==> src/rtl/wakeup_issue_queue_pkg.sv <==
// Shared types for the wakeup issue queue: ALU opcodes, tag width and the queue entry record.
// Included by the selector and the top-level queue.
package wakeup_issue_queue_pkg;

    localparam int AL_FUNC      = 4;
    localparam int REG_ADDR_LEN = 6;

    typedef enum logic [AL_FUNC-1:0] {
        ALU_NOP = 4'd0,
        ALU_ADD = 4'd1,
        ALU_SUB = 4'd2,
        ALU_AND = 4'd3,
        ALU_OR  = 4'd4,
        ALU_XOR = 4'd5,
        ALU_SLL = 4'd6,
        ALU_SRL = 4'd7,
        ALU_SRA = 4'd8
    } alu_op_e;

    typedef struct packed {
        logic                    valid;
        logic [AL_FUNC-1:0]      insn;
        logic [REG_ADDR_LEN-1:0] inp1;
        logic                    rdy1;
        logic [REG_ADDR_LEN-1:0] inp2;
        logic                    rdy2;
        logic [REG_ADDR_LEN-1:0] dst;
    } iq_entry_t;

    // Applies a CDB broadcast to one stored entry; invalid entries are never woken.
    function automatic iq_entry_t iq_wakeup(
        input iq_entry_t               e,
        input logic                    cdb_valid,
        input logic [REG_ADDR_LEN-1:0] cdb_tag
    );
        iq_entry_t r;
        r      = e;
        r.rdy1 = e.rdy1 | (cdb_valid & e.valid & (e.inp1 == cdb_tag));
        r.rdy2 = e.rdy2 | (cdb_valid & e.valid & (e.inp2 == cdb_tag));
        return r;
    endfunction

endpackage

==> src/rtl/wakeup_issue_queue_select.sv <==
// Oldest-ready selector: turns a per-slot request vector into a one-hot grant,
// its index and an any-grant flag. Slot 0 is oldest, so the lowest index wins.
module iq_oldest_ready_select #(
    parameter int N = 4,
    parameter int W = $clog2(N)
) (
    input  logic [N-1:0] req,
    output logic [N-1:0] grant,
    output logic [W-1:0] idx,
    output logic         any
);

    // NOTE: every output of a combinational block gets a default first, so no path leaves it unassigned and no latch is inferred.
    always_comb begin
        grant = '0;
        idx   = '0;
        any   = 1'b0;
        for (int i = 0; i < N; i++) begin
            if (req[i] && !any) begin
                grant[i] = 1'b1;
                idx      = W'(i);
                any      = 1'b1;
            end
        end
    end

endmodule

==> src/rtl/wakeup_issue_queue.sv <==
// Collapsing out-of-order ALU issue queue with CDB wakeup and oldest-ready select.
// Optional macro IQ_LOAD_BYPASS_EN folds a same-cycle CDB broadcast into the ready bits of a dispatched op.
module wakeup_issue_queue
    import wakeup_issue_queue_pkg::*;
#(
    parameter int NUM_ENTRIES = 4,
    parameter int ENTRY_WIDTH = $clog2(NUM_ENTRIES)
) (
    input  logic                    clk,
    input  logic                    reset,
    input  logic                    load,
    input  logic [AL_FUNC-1:0]      insn,
    input  logic [REG_ADDR_LEN-1:0] inp1,
    input  logic [REG_ADDR_LEN-1:0] inp2,
    input  logic                    inp1_ready,
    input  logic                    inp2_ready,
    input  logic [REG_ADDR_LEN-1:0] dst,
    input  logic                    cdb_valid,
    input  logic [REG_ADDR_LEN-1:0] cdb_tag,
    input  logic                    issue,
    output logic                    issue_ready,
    output logic                    is_full,
    output logic [ENTRY_WIDTH:0]    count,
    output logic [AL_FUNC-1:0]      insn_out,
    output logic [REG_ADDR_LEN-1:0] inp1_out,
    output logic [REG_ADDR_LEN-1:0] inp2_out,
    output logic [REG_ADDR_LEN-1:0] dst_out
);

    iq_entry_t                q      [NUM_ENTRIES];
    iq_entry_t                q_next [NUM_ENTRIES];
    iq_entry_t                woken  [NUM_ENTRIES];
    iq_entry_t                new_entry;
    logic [ENTRY_WIDTH:0]     count_next;
    logic [ENTRY_WIDTH:0]     load_slot;
    logic [NUM_ENTRIES-1:0]   req;
    logic [NUM_ENTRIES-1:0]   grant;
    logic [ENTRY_WIDTH-1:0]   sel_idx;
    logic                     sel_any;
    logic                     do_issue;
    logic                     do_load;

    assign is_full     = (count == (ENTRY_WIDTH+1)'(NUM_ENTRIES));
    assign issue_ready = sel_any;
    assign do_issue    = issue & sel_any;
    assign do_load     = load & ~is_full;

    always_comb begin
        for (int i = 0; i < NUM_ENTRIES; i++) begin
            req[i] = q[i].valid & q[i].rdy1 & q[i].rdy2;
        end
    end

    iq_oldest_ready_select #(
        .N (NUM_ENTRIES),
        .W (ENTRY_WIDTH)
    ) u_select (
        .req   (req),
        .grant (grant),
        .idx   (sel_idx),
        .any   (sel_any)
    );

    // One-hot AND-OR mux: with no grant every output collapses to zero.
    always_comb begin
        insn_out = '0;
        inp1_out = '0;
        inp2_out = '0;
        dst_out  = '0;
        for (int i = 0; i < NUM_ENTRIES; i++) begin
            insn_out = insn_out | ({AL_FUNC{grant[i]}}      & q[i].insn);
            inp1_out = inp1_out | ({REG_ADDR_LEN{grant[i]}} & q[i].inp1);
            inp2_out = inp2_out | ({REG_ADDR_LEN{grant[i]}} & q[i].inp2);
            dst_out  = dst_out  | ({REG_ADDR_LEN{grant[i]}} & q[i].dst);
        end
    end

    always_comb begin
        new_entry       = '0;
        new_entry.valid = 1'b1;
        new_entry.insn  = insn;
        new_entry.inp1  = inp1;
        new_entry.inp2  = inp2;
        new_entry.dst   = dst;
`ifdef IQ_LOAD_BYPASS_EN
        new_entry.rdy1  = inp1_ready | (cdb_valid & (cdb_tag == inp1));
        new_entry.rdy2  = inp2_ready | (cdb_valid & (cdb_tag == inp2));
`else
        new_entry.rdy1  = inp1_ready;
        new_entry.rdy2  = inp2_ready;
`endif
    end

    // Wakeup is applied before the collapse so a shifting entry carries its new ready bit down.
    always_comb begin
        for (int i = 0; i < NUM_ENTRIES; i++) begin
            woken[i] = iq_wakeup(q[i], cdb_valid, cdb_tag);
        end

        for (int i = 0; i < NUM_ENTRIES - 1; i++) begin
            if (do_issue && (ENTRY_WIDTH'(i) >= sel_idx)) begin
                q_next[i] = woken[i+1];
            end else begin
                q_next[i] = woken[i];
            end
        end
        q_next[NUM_ENTRIES-1] = do_issue ? '0 : woken[NUM_ENTRIES-1];

        load_slot = do_issue ? (count - (ENTRY_WIDTH+1)'(1)) : count;
        if (do_load) begin
            for (int i = 0; i < NUM_ENTRIES; i++) begin
                if (load_slot == (ENTRY_WIDTH+1)'(i)) begin
                    q_next[i] = new_entry;
                end
            end
        end

        count_next = count;
        if (do_load && !do_issue) begin
            count_next = count + (ENTRY_WIDTH+1)'(1);
        end else if (do_issue && !do_load) begin
            count_next = count - (ENTRY_WIDTH+1)'(1);
        end
    end

    // NOTE: the entry array is cleared on reset because select reads valid/ready bits directly; stale bits would issue garbage.
    always_ff @(posedge clk) begin
        if (reset) begin
            for (int i = 0; i < NUM_ENTRIES; i++) begin
                q[i] <= '0;
            end
            count <= '0;
        end else begin
            q     <= q_next;
            count <= count_next;
        end
    end

endmodule

==> config.mk <==
export PLATFORM = sky130hd
export DESIGN_NAME = wakeup_issue_queue
export DESIGN_NICKNAME = d
export VERILOG_FILES = /design/src/rtl/wakeup_issue_queue_pkg.sv /design/src/rtl/wakeup_issue_queue_select.sv /design/src/rtl/wakeup_issue_queue.sv
export SDC_FILE = /design/constraint.sdc
export NUM_CORES = 1
export LEC_CHECK = 0
export ABC_AREA = 1
export BUFFER_PORTS_ARGS = -buffer_cell sky130_fd_sc_hd__buf_2
export CAP_MARGIN = 20
export CORE_MARGIN = 3
export CORE_UTILIZATION = 55
export CTS_BUF_LIST = sky130_fd_sc_hd__clkbuf_4 sky130_fd_sc_hd__clkbuf_8
export CTS_CLUSTER_DIAMETER = 120
export DETAILED_ROUTE_END_ITERATION = 7
export GPL_ROUTABILITY_DRIVEN = 0
export PLACE_DENSITY = 0.74
export SLEW_MARGIN = 20
export SYNTH_ARGS = -nofsm -noshare
export SYNTH_HDL_FRONTEND = slang
export SYNTH_HIERARCHICAL = 1
export SYNTH_SLANG_ARGS = --single-unit
==> constraint.sdc <==
create_clock -name clk -period 2.7 [get_ports clk]
set_clock_uncertainty 0.15 [all_clocks]
set_input_delay 0.27 -clock clk [delete_from_list [all_inputs] [get_ports clk]]
set_output_delay 0.27 -clock clk [all_outputs]
set_load 0.03 [all_outputs]
==> out/results.txt, run 1 <==
CTS tree: done
pwr dens: 488.0 mW/mm2
Clk pwr share: 0.287
TritonRoute pass-1 iters: 5
nets: 1113
Post-Synthesis Cells: 1008
Final Max Tran Viols: 0
antenna-violating nets left: 0
core area: 0.01098 mm2
Net Count, Synth: 1047
#FFs+latches synth: 103
Port Buffers: 61
Post-Route WL: 18590 um
layout cells sized above 1: 0.1365
clock latency on the worst-skew pair: 0.39 ns
Placed Area: 0.006681 mm2
outcome: finished, final reports clean
via/cell ratio: 5.306
Routed WL per cell: 15.28 um
Mapped Area: 0.006248 mm2
largest net degree at the start of global routing: 59
Starting Density: 0.5689
area delta synth->final: 15.34%
switching power: 1.116 mW
worst min path class: in -> reg
Setup CP Type: reg -> out
Antenna Cells: 0
CP Data Required Time: 2.28 ns
Leakage Power: 3.137 nW
Sinks on Clock Net: 103
combinational share of power: 0.219
Total Routing Usage GR: 0.2997
final core occ: 0.6562
Switching Share: 0.3174
dpl hpwl: 12110 um
cell count along the critical path: 11
Worst Path Buf+Inv: 6
Placement Setup Slack: 0.2213 ns
setup violators final: 0
Max-cap violations: 0
Finished Layout Cells: 1217
initial antenna violation count: 0
clock buffer depth: 2
Ys Warns: 6
Die Ht: 112.6 um
crit path max fanout: 9
Least-Margin Pin Slew: 0.7684 ns
slowest cell on the critical path: dfxtp_1
Fin. Hold Viols: 0
Final Cycle Share: 0.9572
clock root cell: clkbuf_8
final setup TNS: 0 ns
most common cell after layout, fill and taps aside: nand2_1
# rows: 38
first-pass GRT wire length: 30600 um
Pint: 2.401 mW
largest stage delay on the critical path: 0.32 ns
DRC viols: 0
Final WS setup: 0.1155 ns
Power Total: 3.517 mW
Post-Layout Inst Area: 0.007207 mm2
area leader, netlist: dfxtp_1
H-tree depth: 3
CP top delay family: buffers and inverters
crit start category: register
Worst-path clk slew: 0.09 ns
Seq/Total Area, Yosys: 0.3300
WHS Path Cells: 4
CP endpoint kind: primary output
io pins: 62
Area contributors post-synth: dfxtp_1, nand2_1, o21ai_0, inv_1, nor2_1
1st-iter DRT viols: 627
CP Cell Sequence: inv_1, nor3_2, buf_4, nand2_1, inv_1, clkinvlp_4, buf_12, o21ai_0, a21oi_1, o21ai_0, buf_2
gr ovfl total: 0
Max VDD drop: 0.4874 mV
via count: 6457
Hold WS: 0.2036 ns
Rel. slew slack: 0.4878
Final min period: 2.584 ns
Die Width: 112.6 um
top cell type's share of synthesized area: 0.3300
WP data arrival: 2.16 ns
CTS Buf Count: 9
FMAX: 386.9 MHz
Yosys cell types: 37
most frequent cells in the layout: nand2_1, inv_1, nor2_1
syn avg cell area: 6.199 um2
Reg power frac: 0.494
die area: 0.01268 mm2
vias in the first global route: 6093
Reg2Reg Depth: 13
Cells after DPL: 1176
kinds of logic (layout without fill, tap and decap cells):
| kind of cell | Yosys count | count (layout) | share of synthesized area |
|---|---|---|---|
| flip-flops | 103 | 103 | 0.3300 |
| AND/OR/NAND/NOR | 440 | 440 | 0.3002 |
| buffers and inverters | 193 | 262 | 0.1314 |
| XOR/XNOR | 10 | 10 | 0.01642 |
| AO/OA/AOI/OAI | 258 | 258 | 0.2141 |
| adder cells (fa/ha/maj) | 4 | 4 | 0.008010 |
cell usage after synthesis, drive strengths merged:
library cell	count
a21oi	85
a221o	2
buf	31
clkbuf	24
clkinv	3
dfxtp	103
ha	4
inv	135
nand2	275
nand3	17
nand3b	2
nand4	1
nor2	119
nor3	25
o2111ai	1
o21ai	156
o22ai	14
or2	1
xnor2	5
xor2	5
layer usage:
metal	global-route usage	wire, um
met2	0.4696	8285
met1	0.4184	8456
met3	0.05984	1447
met4	0.08894	404
met5	0	0
sequential cells by signal (all words and copies together) (netlist names):
signal / flops
count: 3
q: 100
power by group through the flow:
| stage | clock network, mW | registers (mW) | logic, mW |
|---|---|---|---|
| final | 1.01 | 1.74 | 0.770 |
| after global routing | 1.09 | 1.75 | 0.871 |
| after CTS | 1.03 | 1.73 | 0.759 |
| after detailed placement | 0 | 1.77 | 0.728 |
| after global placement | 0 | 1.77 | 0.721 |
| after floorplan | 0 | 1.75 | 0.527 |
area by class of cell:
type	count	area, um2
timing repair buffer	110	847.1
clock inverter	3	43.79
tap	140	175.2
fill	1090	3776
clock buffer	11	151.4
inverter	138	524.3
sequential	103	2063
multi-input combinational	712	3402
tightest hold or removal path, stage by stage:
cell and delay [ns]:
buf_2 0.12, nand2_4 0.15, a21oi_1 0.09, nor2_1 0.08
what timing repair did:
item                       CTS  global route
setup endpoints to repair   16            32
pin swaps                    0             2
hold endpoints to repair    38             0
buffers inserted             1             2
hold buffers                24             0
resized for setup            3            14
worst paths after layout:
check / startpoint / end / slack [ns]
max reg2reg: q[99] / q[86] / 0.22
min reg2reg: q[21] / q[21] / 0.31
min: issue / q[24] / 0.20
max: q[63] / dst_out[3] / 0.12
Power figures use the tool's default switching activity.
==> run 2, diff against run 1 <==
--- a/config.mk
+++ b/config.mk
@@ -8,6 +8,7 @@
 export ABC_AREA = 1
 export BUFFER_PORTS_ARGS = -buffer_cell sky130_fd_sc_hd__buf_2
 export CAP_MARGIN = 20
+export CORE_ASPECT_RATIO = 2
 export CORE_MARGIN = 3
 export CORE_UTILIZATION = 55
 export CTS_BUF_LIST = sky130_fd_sc_hd__clkbuf_4 sky130_fd_sc_hd__clkbuf_8
==> constraint.sdc (replaced) <==
create_clock -name clk -period 2.7 [get_ports clk]
set_clock_uncertainty 0.15 [all_clocks]
set_input_delay 0.135 -clock clk [delete_from_list [all_inputs] [get_ports clk]]
set_output_delay 0.135 -clock clk [all_outputs]
set_load 0.03 [all_outputs]
==> run 2 against run 1 <==
Routed wire length rose by 7.5%. Total power rose by 5.9%. Sequential share of layout area is 0.19 points lower. Count of clock-buffer cells in the layout is 2 lower. Combinational power increased by 3.2%. Fmax is 0.38% lower. Worst setup slack worse by 0.0099 ns. First-iteration DRC count shrank 12%. Cell area rose by 0.61%. Cell count increased by 0.49%. Via count up 5.6%.
==> out/results.txt, run 2 (same netlist as run 1, synthesis figures left out) <==
Final min period: 2.594 ns
Die Width: 81.37 um
Power Total: 3.723 mW
Max VDD drop: 0.3826 mV
H-tree depth: 3
Worst-path clk slew: 0.10 ns
crit start category: register
Switching Share: 0.3132
Placed Area: 0.006686 mm2
DRC viols: 0
Fin. Hold Viols: 0
pwr dens: 513.5 mW/mm2
largest registers: q (100), count (3)
Routed WL per cell: 16.35 um
nets: 1118
first-pass GRT wire length: 31600 um
WP data arrival: 2.31 ns
final core occ: 0.6584
Post-Route WL: 20000 um
area delta synth->final: 16.04%
setup violators final: 0
R2R setup slack: 0.21 ns
TritonRoute pass-1 iters: 6
# rows: 54
FF-to-FF End: q[17]
largest net degree at the start of global routing: 59
Fillers: 1058
Final Max Tran Viols: 0
via count: 6818
reg2reg start: q[49]
Largest register FFs: 100
CTS Buf Count: 9
Leakage Power: 3.169 nW
RSZ-0062 raised after global routing: no
CP Data Required Time: 2.41 ns
Final Cycle Share: 0.9609
final setup TNS: 0 ns
dpl hpwl: 13820 um
Port Buffers: 61
gr ovfl total: 0
Reg power frac: 0.467
Reg2Reg Depth: 13
core area: 0.01101 mm2
Most flops, register: q
worst min path class: in -> reg
switching power: 1.166 mW
FMAX: 385.5 MHz
Total Routing Usage GR: 0.3246
Die Ht: 156.7 um
FF+latch area: 0.002062 mm2
Least-Margin Pin Slew: 0.8298 ns
CTS tree: done
outcome: finished, final reports clean
Clk pwr share: 0.319
crit path max fanout: 5
WHS Endpoint: q[24]
Pint: 2.557 mW
Setup CP Type: reg -> out
Antenna Cells: 0
antenna-violating nets left: 0
io pins: 62
combinational share of power: 0.214
vias in the first global route: 6500
Post-Layout Inst Area: 0.007251 mm2
layout cells sized above 1: 0.1385
area occupied by multi-input gates: 0.003391 mm2
most frequent cells in the layout: nand2_1, inv_1, nor2_1
clock buffer depth: 2
Rel. slew slack: 0.4468
clock root cell: clkbuf_8
1st-iter DRT viols: 552
min-delay src: issue
Max-cap violations: 0
die area: 0.01275 mm2
initial antenna violation count: 0
Sinks on Clock Net: 103
Starting Density: 0.5674
most common cell after layout, fill and taps aside: nand2_1
WHS Path Cells: 4
CP endpoint kind: primary output
clock latency on the worst-skew pair: 0.39 ns
via/cell ratio: 5.575
==> run 2: cell count changes in the layout (fill, tap and decap cells not counted), sizes merged <==
cell    delta
buf        +6
bufinv     +2
clkbuf     -3
inv        +1
==> run 2: worst max path at each step <==
stage	startpoint	end	slack, ns	cells after the start
finish	q[74]	inp2_out[3]	0.11	9
global route	q[49]	inp2_out[3]	0.01	11
CTS	q[74]	insn_out[0]	0.02	11
detailed placement	q[74]	q[17]	0.22	11
global placement	q[49]	q[13]	0.26	11
floorplan	q[74]	q[93]	0.22	14
==> run 2: through the flow <==
stage	setup slack, ns	cells	hold slack, ns
after floorplan	0.2193	1008	0.1125
after global placement	0.2630	1180	0.2528
after detailed placement	0.2158	1180	0.2569
after CTS	0.01710	1219	0.06758
after global routing	0.01055	1223	0.1008
final	0.1057	1223	0.06912
==> run 2: layer usage <==
layer	wire length, um	global-route usage	vias up
met1	7441	0.3526	3122
met2	10300	0.5751	292
met5	0	0	-
li1	-	-	3328
met4	967	0.2087	0
met3	1286	0.03687	76
==> run 2: what timing repair did <==
action                     4_1_cts  5_1_grt
hold buffers                    24        0
setup endpoints to repair        6       15
hold endpoints to repair        91        0
pin swaps                        0        1
buffers inserted                 0        4
gates resized for setup          3        5
==> run 2: area by class of cell <==
type,count,share of cell area
Multi-Input combinational cell,712,0.4676
Sequential cell,103,0.2844
Timing Repair Buffer,115,0.1180
Inverter,138,0.07230
Tap cell,140,0.02416
Clock buffer,9,0.01708
Clock inverter,6,0.01639
==> run 2: critical path, cell delays in order, from the launching register on <==
cell        delay (ns)
dfxtp_1           0.35
inv_1             0.07
nor3_2            0.23
buf_4             0.16
nand2_1           0.10
inv_1             0.13
clkinvlp_4        0.15
buf_4             0.19
o21ai_0           0.29
buf_2             0.27
==> run 2: power by group through the flow <==
stage / Clock [mW] / Sequential, mW / Combinational (mW)
4_1_cts: 1.20 / 1.74 / 0.780
2_1_floorplan: 0 / 1.75 / 0.527
3_3_place_gp: 0 / 1.77 / 0.739
5_1_grt: 1.26 / 1.75 / 0.885
6_report: 1.19 / 1.74 / 0.795
3_5_place_dp: 0 / 1.77 / 0.749
